`src/rtl/keypad_scan_4x4_if.sv`:
```
// keypad_scan_4x4_if
//   Bundles the keypad matrix lines and the decoded key outputs of keypad_scan_4x4.
//   master : the scanner (drives KEY_ROW and the key outputs, senses KEY_COL)
//   slave  : the keypad/consumer side (drives KEY_COL, observes everything else)
//   KEY_ROW   [3:0] row drive, active-low, one-hot-low
//   KEY_COL   [3:0] column sense, active-low
//   key_code  [3:0] last accepted key, 4*row + col
//   key_valid       one-cycle pulse on an accepted press
//   key_held        accepted key considered down
//   press_cnt [7:0] accepted press counter, wraps
interface keypad_scan_4x4_if;
    logic [3:0] KEY_ROW;
    logic [3:0] KEY_COL;
    logic [3:0] key_code;
    logic       key_valid;
    logic       key_held;
    logic [7:0] press_cnt;

    modport master (
        output KEY_ROW, key_code, key_valid, key_held, press_cnt,
        input  KEY_COL
    );

    modport slave (
        input  KEY_ROW, key_code, key_valid, key_held, press_cnt,
        output KEY_COL
    );
endinterface

```
`src/rtl/keypad_scan_4x4.sv`:
```
// keypad_scan_4x4
//   Scans a 4x4 matrix keypad: drives one row low at a time for SCAN_DIV clocks,
//   samples the synchronized columns at the end of each dwell, classifies every
//   full 4-row frame as none / single key / multiple keys, and debounces across
//   DEBOUNCE identical frames before reporting a press or a release.
//   Ports:
//     clk  system clock
//     rst  asynchronous reset, active-low
//     kp   keypad_scan_4x4_if.master (KEY_ROW, KEY_COL, key_code, key_valid,
//          key_held, press_cnt)
module keypad_scan_4x4 #(
    parameter int unsigned SCAN_DIV = 200,
    parameter int unsigned DEBOUNCE = 4
) (
    input  logic                  clk,
    input  logic                  rst,
    keypad_scan_4x4_if.master     kp
);

    localparam int unsigned    CW         = (SCAN_DIV > 1) ? $clog2(SCAN_DIV) : 1;
    localparam logic [CW-1:0]  DWELL_LAST = CW'(SCAN_DIV - 1);
    localparam logic [2:0]     DEB_N      = 3'(DEBOUNCE);

    typedef enum logic [1:0] {IDLE, PRESS_DEB, HELD, RELEASE_DEB} state_t;
    typedef enum logic [1:0] {FR_NONE, FR_SINGLE, FR_MULTI} frame_t;

    logic [3:0]    col_s1, col_s2;
    logic [1:0]    row_idx;
    logic [CW-1:0] dwell;
    logic [3:0]    key_row;
    logic [1:0]    acc_hits;     // 0, 1, or 2 meaning "two or more"
    logic [3:0]    acc_key;
    logic          fr_valid;
    frame_t        fr_kind;
    logic [3:0]    fr_key;

    state_t        state, state_nxt;
    logic [2:0]    deb, deb_nxt;
    logic [3:0]    cand, cand_nxt;
    logic          accept;
    logic [3:0]    key_code_r;
    logic          key_valid_r;
    logic          key_held_r;
    logic [7:0]    press_cnt_r;

    logic [2:0]    row_hits;
    logic [1:0]    col_idx;
    logic [1:0]    hits_base;
    logic [2:0]    hits_total;
    logic [1:0]    hits_sum;
    logic [3:0]    key_sum;
    logic [1:0]    row_next;

    assign kp.KEY_ROW   = key_row;
    assign kp.key_code  = key_code_r;
    assign kp.key_valid = key_valid_r;
    assign kp.key_held  = key_held_r;
    assign kp.press_cnt = press_cnt_r;

    assign row_next = row_idx + 2'd1;

    // Fold the current row's lows into the running frame tally; row 0 starts a fresh frame.
    always_comb begin
        row_hits = '0;
        col_idx  = '0;
        for (int unsigned c = 0; c < 4; c++) begin
            if (!col_s2[c]) begin
                row_hits = row_hits + 3'd1;
                col_idx  = 2'(c);
            end
        end
        hits_base  = (row_idx == 2'd0) ? 2'd0 : acc_hits;
        hits_total = 3'(hits_base) + row_hits;
        hits_sum   = (hits_total >= 3'd2) ? 2'd2 : hits_total[1:0];
        key_sum    = (row_hits == 3'd1) ? {row_idx, col_idx} : acc_key;
    end

    always_ff @(posedge clk or negedge rst) begin
        if (!rst) begin
            col_s1   <= '1;
            col_s2   <= '1;
            row_idx  <= '0;
            dwell    <= '0;
            key_row  <= 4'b1110;
            acc_hits <= '0;
            acc_key  <= '0;
            fr_valid <= 1'b0;
            fr_kind  <= FR_NONE;
            fr_key   <= '0;
        end else begin
            col_s1   <= kp.KEY_COL;
            col_s2   <= col_s1;
            fr_valid <= 1'b0;
            if (dwell == DWELL_LAST) begin
                dwell    <= '0;
                row_idx  <= row_next;
                key_row  <= ~(4'b0001 << row_next);
                acc_hits <= hits_sum;
                acc_key  <= key_sum;
                if (row_idx == 2'd3) begin
                    fr_valid <= 1'b1;
                    fr_key   <= key_sum;
                    case (hits_sum)
                        2'd0:    fr_kind <= FR_NONE;
                        2'd1:    fr_kind <= FR_SINGLE;
                        default: fr_kind <= FR_MULTI;
                    endcase
                end
            end else begin
                dwell <= dwell + 1'b1;
            end
        end
    end

    // Acceptance is folded into the transition to HELD rather than being a state,
    // so the pulse is issued in the same cycle the FSM acts on the frame.
    always_comb begin
        state_nxt = state;
        deb_nxt   = deb;
        cand_nxt  = cand;
        accept    = 1'b0;
        if (fr_valid) begin
            case (state)
                IDLE: begin
                    if (fr_kind == FR_SINGLE) begin
                        cand_nxt = fr_key;
                        deb_nxt  = 3'd1;
                        if (DEB_N == 3'd1) accept = 1'b1;
                        else               state_nxt = PRESS_DEB;
                    end
                end
                PRESS_DEB: begin
                    if (fr_kind == FR_SINGLE) begin
                        if (fr_key == cand) begin
                            if (deb + 3'd1 == DEB_N) accept = 1'b1;
                            else                     deb_nxt = deb + 3'd1;
                        end else begin
                            cand_nxt = fr_key;
                            deb_nxt  = 3'd1;
                        end
                    end else begin
                        state_nxt = IDLE;
                    end
                end
                HELD: begin
                    if (fr_kind == FR_NONE) begin
                        deb_nxt   = 3'd1;
                        state_nxt = (DEB_N == 3'd1) ? IDLE : RELEASE_DEB;
                    end
                end
                RELEASE_DEB: begin
                    if (fr_kind == FR_NONE) begin
                        if (deb + 3'd1 == DEB_N) state_nxt = IDLE;
                        else                     deb_nxt = deb + 3'd1;
                    end else begin
                        state_nxt = HELD;
                    end
                end
                default: state_nxt = IDLE;
            endcase
        end
        if (accept) state_nxt = HELD;
    end

    always_ff @(posedge clk or negedge rst) begin
        if (!rst) begin
            state       <= IDLE;
            deb         <= '0;
            cand        <= '0;
            key_code_r  <= '0;
            key_valid_r <= 1'b0;
            key_held_r  <= 1'b0;
            press_cnt_r <= '0;
        end else begin
            state       <= state_nxt;
            deb         <= deb_nxt;
            cand        <= cand_nxt;
            key_valid_r <= accept;
            key_held_r  <= (state_nxt == HELD) || (state_nxt == RELEASE_DEB);
            if (accept) begin
                key_code_r  <= cand_nxt;
                press_cnt_r <= press_cnt_r + 8'd1;
            end
        end
    end

endmodule
```
`src/flat_wrapper.sv`:
```
// flat-port wrapper written by rule: the top's interface ports become plain ports
module keypad_scan_4x4_flat 
#(
    parameter int unsigned SCAN_DIV = 200,
    parameter int unsigned DEBOUNCE = 4
)
  (clk, rst, kp_KEY_ROW, kp_key_code, kp_key_valid, kp_key_held, kp_press_cnt, kp_KEY_COL);
  keypad_scan_4x4_if kp_i ();
  input  logic clk;
  input  logic rst;
  output wire logic [$bits(kp_i.KEY_ROW)-1:0] kp_KEY_ROW;
  output wire logic [$bits(kp_i.key_code)-1:0] kp_key_code;
  output wire logic [$bits(kp_i.key_valid)-1:0] kp_key_valid;
  output wire logic [$bits(kp_i.key_held)-1:0] kp_key_held;
  output wire logic [$bits(kp_i.press_cnt)-1:0] kp_press_cnt;
  input wire logic [$bits(kp_i.KEY_COL)-1:0] kp_KEY_COL;
  assign kp_KEY_ROW = kp_i.KEY_ROW;
  assign kp_key_code = kp_i.key_code;
  assign kp_key_valid = kp_i.key_valid;
  assign kp_key_held = kp_i.key_held;
  assign kp_press_cnt = kp_i.press_cnt;
  assign kp_i.KEY_COL = kp_KEY_COL;
  keypad_scan_4x4 #(.SCAN_DIV(SCAN_DIV), .DEBOUNCE(DEBOUNCE)) u_core (.clk(clk), .rst(rst), .kp(kp_i));
endmodule
```
`config.mk`:
```
export PLATFORM = sky130hd
export DESIGN_NAME = keypad_scan_4x4_flat
export DESIGN_NICKNAME = d
export VERILOG_FILES = /design/src/rtl/keypad_scan_4x4_if.sv /design/src/rtl/keypad_scan_4x4.sv /design/src/flat_wrapper.sv
export SDC_FILE = /design/constraint.sdc
export NUM_CORES = 1
export LEC_CHECK = 0
export BUFFER_PORTS_ARGS = -buffer_cell sky130_fd_sc_hd__buf_2
export CORE_MARGIN = 5
export CORE_UTILIZATION = 50
export DETAILED_ROUTE_END_ITERATION = 6
export HOLD_SLACK_MARGIN = 0.06
export PLACE_DENSITY = 0.69
export REMOVE_ABC_BUFFERS = 1
export SLEW_MARGIN = 20
export SYNTH_ARGS = -nofsm -noshare
export SYNTH_HDL_FRONTEND = slang
export SYNTH_SLANG_ARGS = --single-unit
```
`constraint.sdc`:
```
create_clock -name clk -period 3.7 [get_ports clk]
set_input_delay 0.555 -clock clk [delete_from_list [all_inputs] [get_ports clk]]
set_output_delay 0.555 -clock clk [all_outputs]
set_load 0.01 [all_outputs]
```
==> results of run 1 <==
-- state kept, by name (all words and copies together) (netlist names), 2 cells and up --
signal and count:
u_core.fr_kind 2, u_core.cand 4, u_core.kp.KEY_ROW 4, u_core.dwell 8
u_core.kp.press_cnt 8, u_core.acc_hits 2, u_core.fr_key 4, u_core.state 2
u_core.col_s1 4, u_core.acc_key 4, u_core.kp.key_code 4, u_core.deb 3
u_core.row_idx 2, u_core.col_s2 4
-- placed cells by master (no fill, tap or decap), types with 11 or more instances in the layout --
| cell | n |
|---|---|
| xor2_1 | 16 |
| dfrtp_1 | 47 |
| nor2_1 | 11 |
| buf_2 | 23 |
| o21ai_0 | 13 |
| dfstp_2 | 11 |
| nand2_1 | 24 |
| ha_1 | 14 |
| inv_1 | 13 |
| clkbuf_8 | 11 |
-- cell type report --
type | instances | area (sq um) | share of cell area, %
clock inverter | 5 | 52.55 | 1.637
multi-input combinational | 170 | 1262 | 39.34
clock buffer | 11 | 151.4 | 4.717
tap | 72 | 90.09 | 2.807
sequential | 58 | 1465 | 45.65
timing repair buffer | 25 | 130.1 | 4.055
inverter | 14 | 57.56 | 1.793
-- worst max-delay path by stage --
stage / end / slack, ns / depth (start not counted)
floorplan: u_core.fr_kind[1] / 0.46 / 11
global placement: u_core.acc_hits[1] / 0.29 / 11
detailed placement: u_core.acc_hits[1] / 0.24 / 11
CTS: u_core.acc_hits[1] / 0.19 / 11
global route: u_core.acc_hits[1] / 0.08 / 11
finish: u_core.acc_hits[1] / 0.30 / 11
-- cell families after synthesis --
| family | after synthesis |
|---|---|
| flip-flops | 58 |
| buffers and inverters | 23 |
| AO/OA/AOI/OAI | 34 |
| multiplexers | 13 |
| XOR/XNOR | 25 |
| AND/OR/NAND/NOR | 83 |
| adder cells (fa/ha/maj) | 15 |
-- power by group --
group	total [W]	switching, W	leakage, nW	internal [W]
Sequential	0.000647	0.00000477	0.758	0.000643
Clock	0.000592	0.000248	0.105	0.000344
Combinational	0.0000648	0.0000444	0.694	0.0000203
Total	0.00130	0.000297	1.56	0.00101
-- critical path: stages (launching register included) --
cell and delay [ns]:
dfstp_2 0.53, inv_1 0.04, ha_1 0.41, xnor2_1 0.20, ha_1 0.30, nor2_1 0.05
a31oi_2 0.28, inv_1 0.20, fa_1 0.42, xor3_1 0.37, nand2b_1 0.21, mux2_2 0.29
-- metal layers --
metal / global-route usage (%) / routed length (microns) / vias up
met5: 0 / 0 / -
met4: 7.338 / 95 / 0
met3: 5.340 / 243 / 9
met2: 23.09 / 2201 / 31
met1: 18.95 / 2181 / 885
li1: - / - / 924
-- per-stage QoR --
stage / total power (W) / hold slack [ns] / area [sq um] / cells
floorplan: 0.0006972 / 0.2594 / 2779 / 242
finish: 0.001304 / 0.2020 / 3209 / 355
CTS: 0.001325 / 0.2119 / 3203 / 355
detailed placement: 0.0007221 / 0.3478 / 2999 / 339
global route: 0.001366 / 0.2470 / 3209 / 355
global placement: 0.0007204 / 0.3467 / 2999 / 339
==> results.json, run 1 <==
{
  "status": "complete, no violations",
  "cts_hold_buf": 0,
  "reg2reg_to": "u_core.acc_hits[1]",
  "yosysMostFrequentCell": "dfrtp_1",
  "synth_area_per_cell_sq_um": 11.22,
  "initial_core_util_pct": 51.15,
  "cts_sinks": 58,
  "clock_skew_ns": 0.005777,
  "fillCellCount": 468,
  "first_global_vias": 1882,
  "overflow": 0,
  "yosys-top-cells-count": "dfrtp_1, nand2_1, xor2_1",
  "synth_fa_ha_area_share_pct": 6.930,
  "tns_ns": 0,
  "pre_cts_slack_ns": 0.2380,
  "r2r_slack_ns": 0.30,
  "routed_wirelength_mm": 4.722,
  "synth-compound-area-share_pct": 7.419,
  "fmax_ghz": 0.2944,
  "diodes": 0,
  "htreeDepth": 3,
  "critPathKind": "flop to flop",
  "rsz0062_at_grt": "false",
  "cts_setup_buffers": 0,
  "cap_violations": 0,
  "yosysTopAreaCellShare_pct": 41.76,
  "startpoint": "u_core.col_s2[0]",
  "drcViolationCount": 0,
  "netlist_instances": 251,
  "hpwlAfterDp_mm": 3.306,
  "antenna_found_initial": 0,
  "cts_tree": "built",
  "yosysWarnings": 0,
  "worst_pin_slew_ns": 0.5649,
  "synthMuxAreaShare_pct": 5.864,
  "grt_max_degree": 33,
  "crit_arrival_ns": 3.62,
  "drtIter0Drc": 79,
  "synth-xor-area-share_pct": 8.307,
  "core_sq_um": 5507,
  "cts-root-buf": "clkbuf_8",
  "relSlewSlack_pct": 62.34,
  "cp-end-kind": "flop",
  "drtAntennaViolNets": 0,
  "clk_path_buf_depth": 2,
  "layout_setup_ws_ns": 0.3029,
  "period_needed_ns": 3.397,
  "first_pass_iters": 4,
  "start_kind": "flop",
  "die_h_microns": 85.05,
  "period_share_pct": 91.81,
  "setup_viol": 0,
  "synth_top_area_cell": "dfrtp_1",
  "clk_latency_ns": 0.34,
  "numCtsBuffers": 9,
  "die_w_microns": 85.05,
  "grt_usage_pct": 15.08,
  "r2r_cells": 11,
  "hold_class": "input pin to asynchronous set/reset pin",
  "gp_congestion": 0.7946,
  "synth_area_leaders": "dfrtp_1, dfstp_2, ha_1",
  "worstPathRequired_ns": 3.92,
  "numPortBuffers": 23,
  "synth-edff-count": 0,
  "fin_nets": 299,
  "async_reset_ff_share_pct": 100.0,
  "wl_per_cell_microns": 13.30,
  "synth-seq-cells": 58,
  "drive_above_1_share_pct": 24.73,
  "syn_to_final_growth_pct": 13.95,
  "die_area_sq_um": 7234,
  "ioPinCount": 24,
  "synth_top_family_by_area": "simple AND/OR/NAND/NOR gates",
  "finalHoldViolCount": 0,
  "crit_fanout": 10,
  "synthSimpleGateAreaFrac_pct": 16.08,
  "seq_area_frac_synth_pct": 52.02,
  "synthesis.area_sq_um": 2816,
  "synth_cell_types": 43,
  "power.leakage_nw": 1.557,
  "power_density_nw_per_um2": 406.3,
  "num_vias": 1849,
  "post_cts_resized": 0,
  "vdd_drop_max_mv": 0.2762,
  "via_per_inst": 5.208,
  "regToRegStartpoint": "u_core.col_s2[0]",
  "slew_violations": 0,
  "final_util_pct": 58.28,
  "clk_pin_slew_worst_paths_ns": 0.07,
  "synthFlopType": "dfrtp_1",
  "rows": 27,
  "grt_pass1_wl_mm": 8.535
}
Power figures use the tool's default switching activity.
==> run 2, diff against run 1 <==
--- a/config.mk
+++ b/config.mk
@@ -6,11 +6,11 @@
 export NUM_CORES = 1
 export LEC_CHECK = 0
 export BUFFER_PORTS_ARGS = -buffer_cell sky130_fd_sc_hd__buf_2
+export CAP_MARGIN = 10
 export CORE_MARGIN = 5
-export CORE_UTILIZATION = 50
+export CORE_UTILIZATION = 30
 export DETAILED_ROUTE_END_ITERATION = 6
 export HOLD_SLACK_MARGIN = 0.06
-export PLACE_DENSITY = 0.69
 export REMOVE_ABC_BUFFERS = 1
 export SLEW_MARGIN = 20
 export SYNTH_ARGS = -nofsm -noshare
==> results.json, run 2 (synthesized netlist as in run 1, its figures left out) <==
{
  "crit_fanout": 10,
  "via_per_inst": 4.733,
  "final_util_pct": 35.33,
  "cp-end-kind": "flop",
  "critical_path.top_delay_family": "adder cells",
  "relSlewSlack_pct": 60.18,
  "vdd_drop_max_mv": 0.2444,
  "numCtsBuffers": 9,
  "cts-root-buf": "clkbuf_8",
  "final_common_cell": "dfrtp_1",
  "clock_skew_ns": 0.007138,
  "critical_path_buf_inv_count": 2,
  "period_needed_ns": 3.389,
  "overflow": 0,
  "power_density_nw_per_um2": 394.5,
  "cap_violations": 0,
  "gp_congestion": 0.7866,
  "power.internal_w": 0.0009858,
  "wl_per_cell_microns": 12.56,
  "status": "complete, no violations",
  "use_met1_pct": 11.88,
  "grt_usage_pct": 9.508,
  "cp_slowest_stage_delay_ns": 0.54,
  "drtAntennaViolNets": 0,
  "p_clk_share_pct": 44.4,
  "p_switching_w": 0.0002962,
  "syn_to_final_growth_pct": 15.37,
  "fmax_ghz": 0.2950,
  "combPwrFrac_pct": 5.1,
  "worst_pin_slew_ns": 0.5929,
  "first_pass_iters": 4,
  "clk_latency_ns": 0.33,
  "swShare_pct": 23.10,
  "fin_nets": 299,
  "drtIter0Drc": 99,
  "setup_viol": 0,
  "grt_pass1_wl_mm": 8.597,
  "power.leakage_nw": 1.547,
  "routed_wirelength_mm": 4.935,
  "worstPathRequired_ns": 3.91,
  "hpwlAfterDp_mm": 3.424,
  "first_global_vias": 1813,
  "rows": 35,
  "diodes": 0,
  "drive_above_1_share_pct": 24.47,
  "die_area_sq_um": 11430,
  "grt.busiest_layer": "met2",
  "hold_class": "input pin to asynchronous set/reset pin",
  "critPathKind": "flop to flop",
  "grtUsageMet3_pct": 3.191,
  "numPortBuffers": 23,
  "cts_sinks": 58,
  "fillCellCount": 937,
  "p_seq_share_pct": 50.5,
  "start_kind": "flop",
  "finalHoldViolCount": 0,
  "htreeDepth": 3,
  "rsz0062_at_grt": "false",
  "die_h_microns": 106.9,
  "cts_tree": "built",
  "globalRouteMet2Util_pct": 15.24,
  "worstPathCellList": "inv_1, ha_1, xnor2_1, ha_1, nor2_1, a31oi_2, inv_1, fa_1, xor3_1, nand2b_1, mux2_2",
  "antenna_found_initial": 0,
  "num_vias": 1860,
  "core_sq_um": 9196,
  "grt_max_degree": 45,
  "die_w_microns": 106.9,
  "crit_arrival_ns": 3.60,
  "drcViolationCount": 0,
  "period_share_pct": 91.61,
  "initial_core_util_pct": 30.63,
  "ioPinCount": 24,
  "cpMaxStageDelayCell": "dfstp_2",
  "clk_pin_slew_worst_paths_ns": 0.07,
  "tns_ns": 0,
  "slew_violations": 0,
  "final_cell_mix": "dfrtp_1, nand2_1, buf_2",
  "clk_path_buf_depth": 2
}
-- run 2: cell types whose count changed in the layout (fill, tap and decap cells not counted) --
cell	previous run	this run
buf_4	2	3
clkinvlp_4	1	2
buf_2	23	22
clkinv_2	3	2
clkbuf_8	11	10
-- run 2: layer usage --
metal | up-vias | wire length, microns
li1 | 924 | -
met1 | 897 | 2293
met2 | 32 | 2336
met3 | 7 | 222
met4 | 0 | 82
met5 | - | 0
-- run 2: repair_timing --
action                                  in CTS  in global routing
setup buffers                                0                  0
hold buffers                                 0                  0
endpoints found under the setup margin       0                  4
resized for setup                            0                  1
-- run 2: path summary, 6_finish.rpt --
kind / start / endpoint / slack (ns) / cells past startpoint
max: u_core.col_s2[1] / u_core.acc_hits[1] / 0.31 / 11
min: rst / u_core.dwell[3] / 0.22 / 1
max reg2reg: u_core.col_s2[1] / u_core.acc_hits[1] / 0.31 / 11
min reg2reg: u_core.col_s1[3] / u_core.col_s2[3] / 0.36 / 0
max in group asynchronous: rst / u_core.col_s2[0] / 2.81 / 2
min in group clk: kp_KEY_COL[2] / u_core.col_s1[2] / 0.32 / 1
-- run 2: through the flow --
stage                     cell area [sq um]  setup WS [ns]  total power (W)  std cells  hold WS [ns]
after global placement                 3048         0.2919        0.0007208        378        0.3457
after detailed placement               3048         0.2063        0.0007229        378        0.3470
after CTS                              3241         0.1967         0.001307        393        0.3019
after global routing                   3249        0.08879         0.001349        393        0.2638
after floorplan                        2779         0.4636        0.0006972        242        0.2594
final                                  3249         0.3106         0.001282        393        0.2171
-- run 2: cell type report --
class	count	area, sq um	area share [%]
repair buffers	25	132.6	4.082
well taps	111	138.9	4.274
inverters	14	57.56	1.771
multi-input cells	170	1262	38.85
clock inverters	5	55.05	1.694
clock buffers	10	137.6	4.236
flip-flops and latches	58	1465	45.09
-- run 2: power groups by stage --
stage | registers [W] | clock network, W | logic (W)
floorplan | 0.000657 | 0 | 0.0000398
detailed placement | 0.000658 | 0 | 0.0000646
global placement | 0.000658 | 0 | 0.0000630
finish | 0.000647 | 0.000570 | 0.0000652
global route | 0.000647 | 0.000624 | 0.0000769
CTS | 0.000647 | 0.000595 | 0.0000649
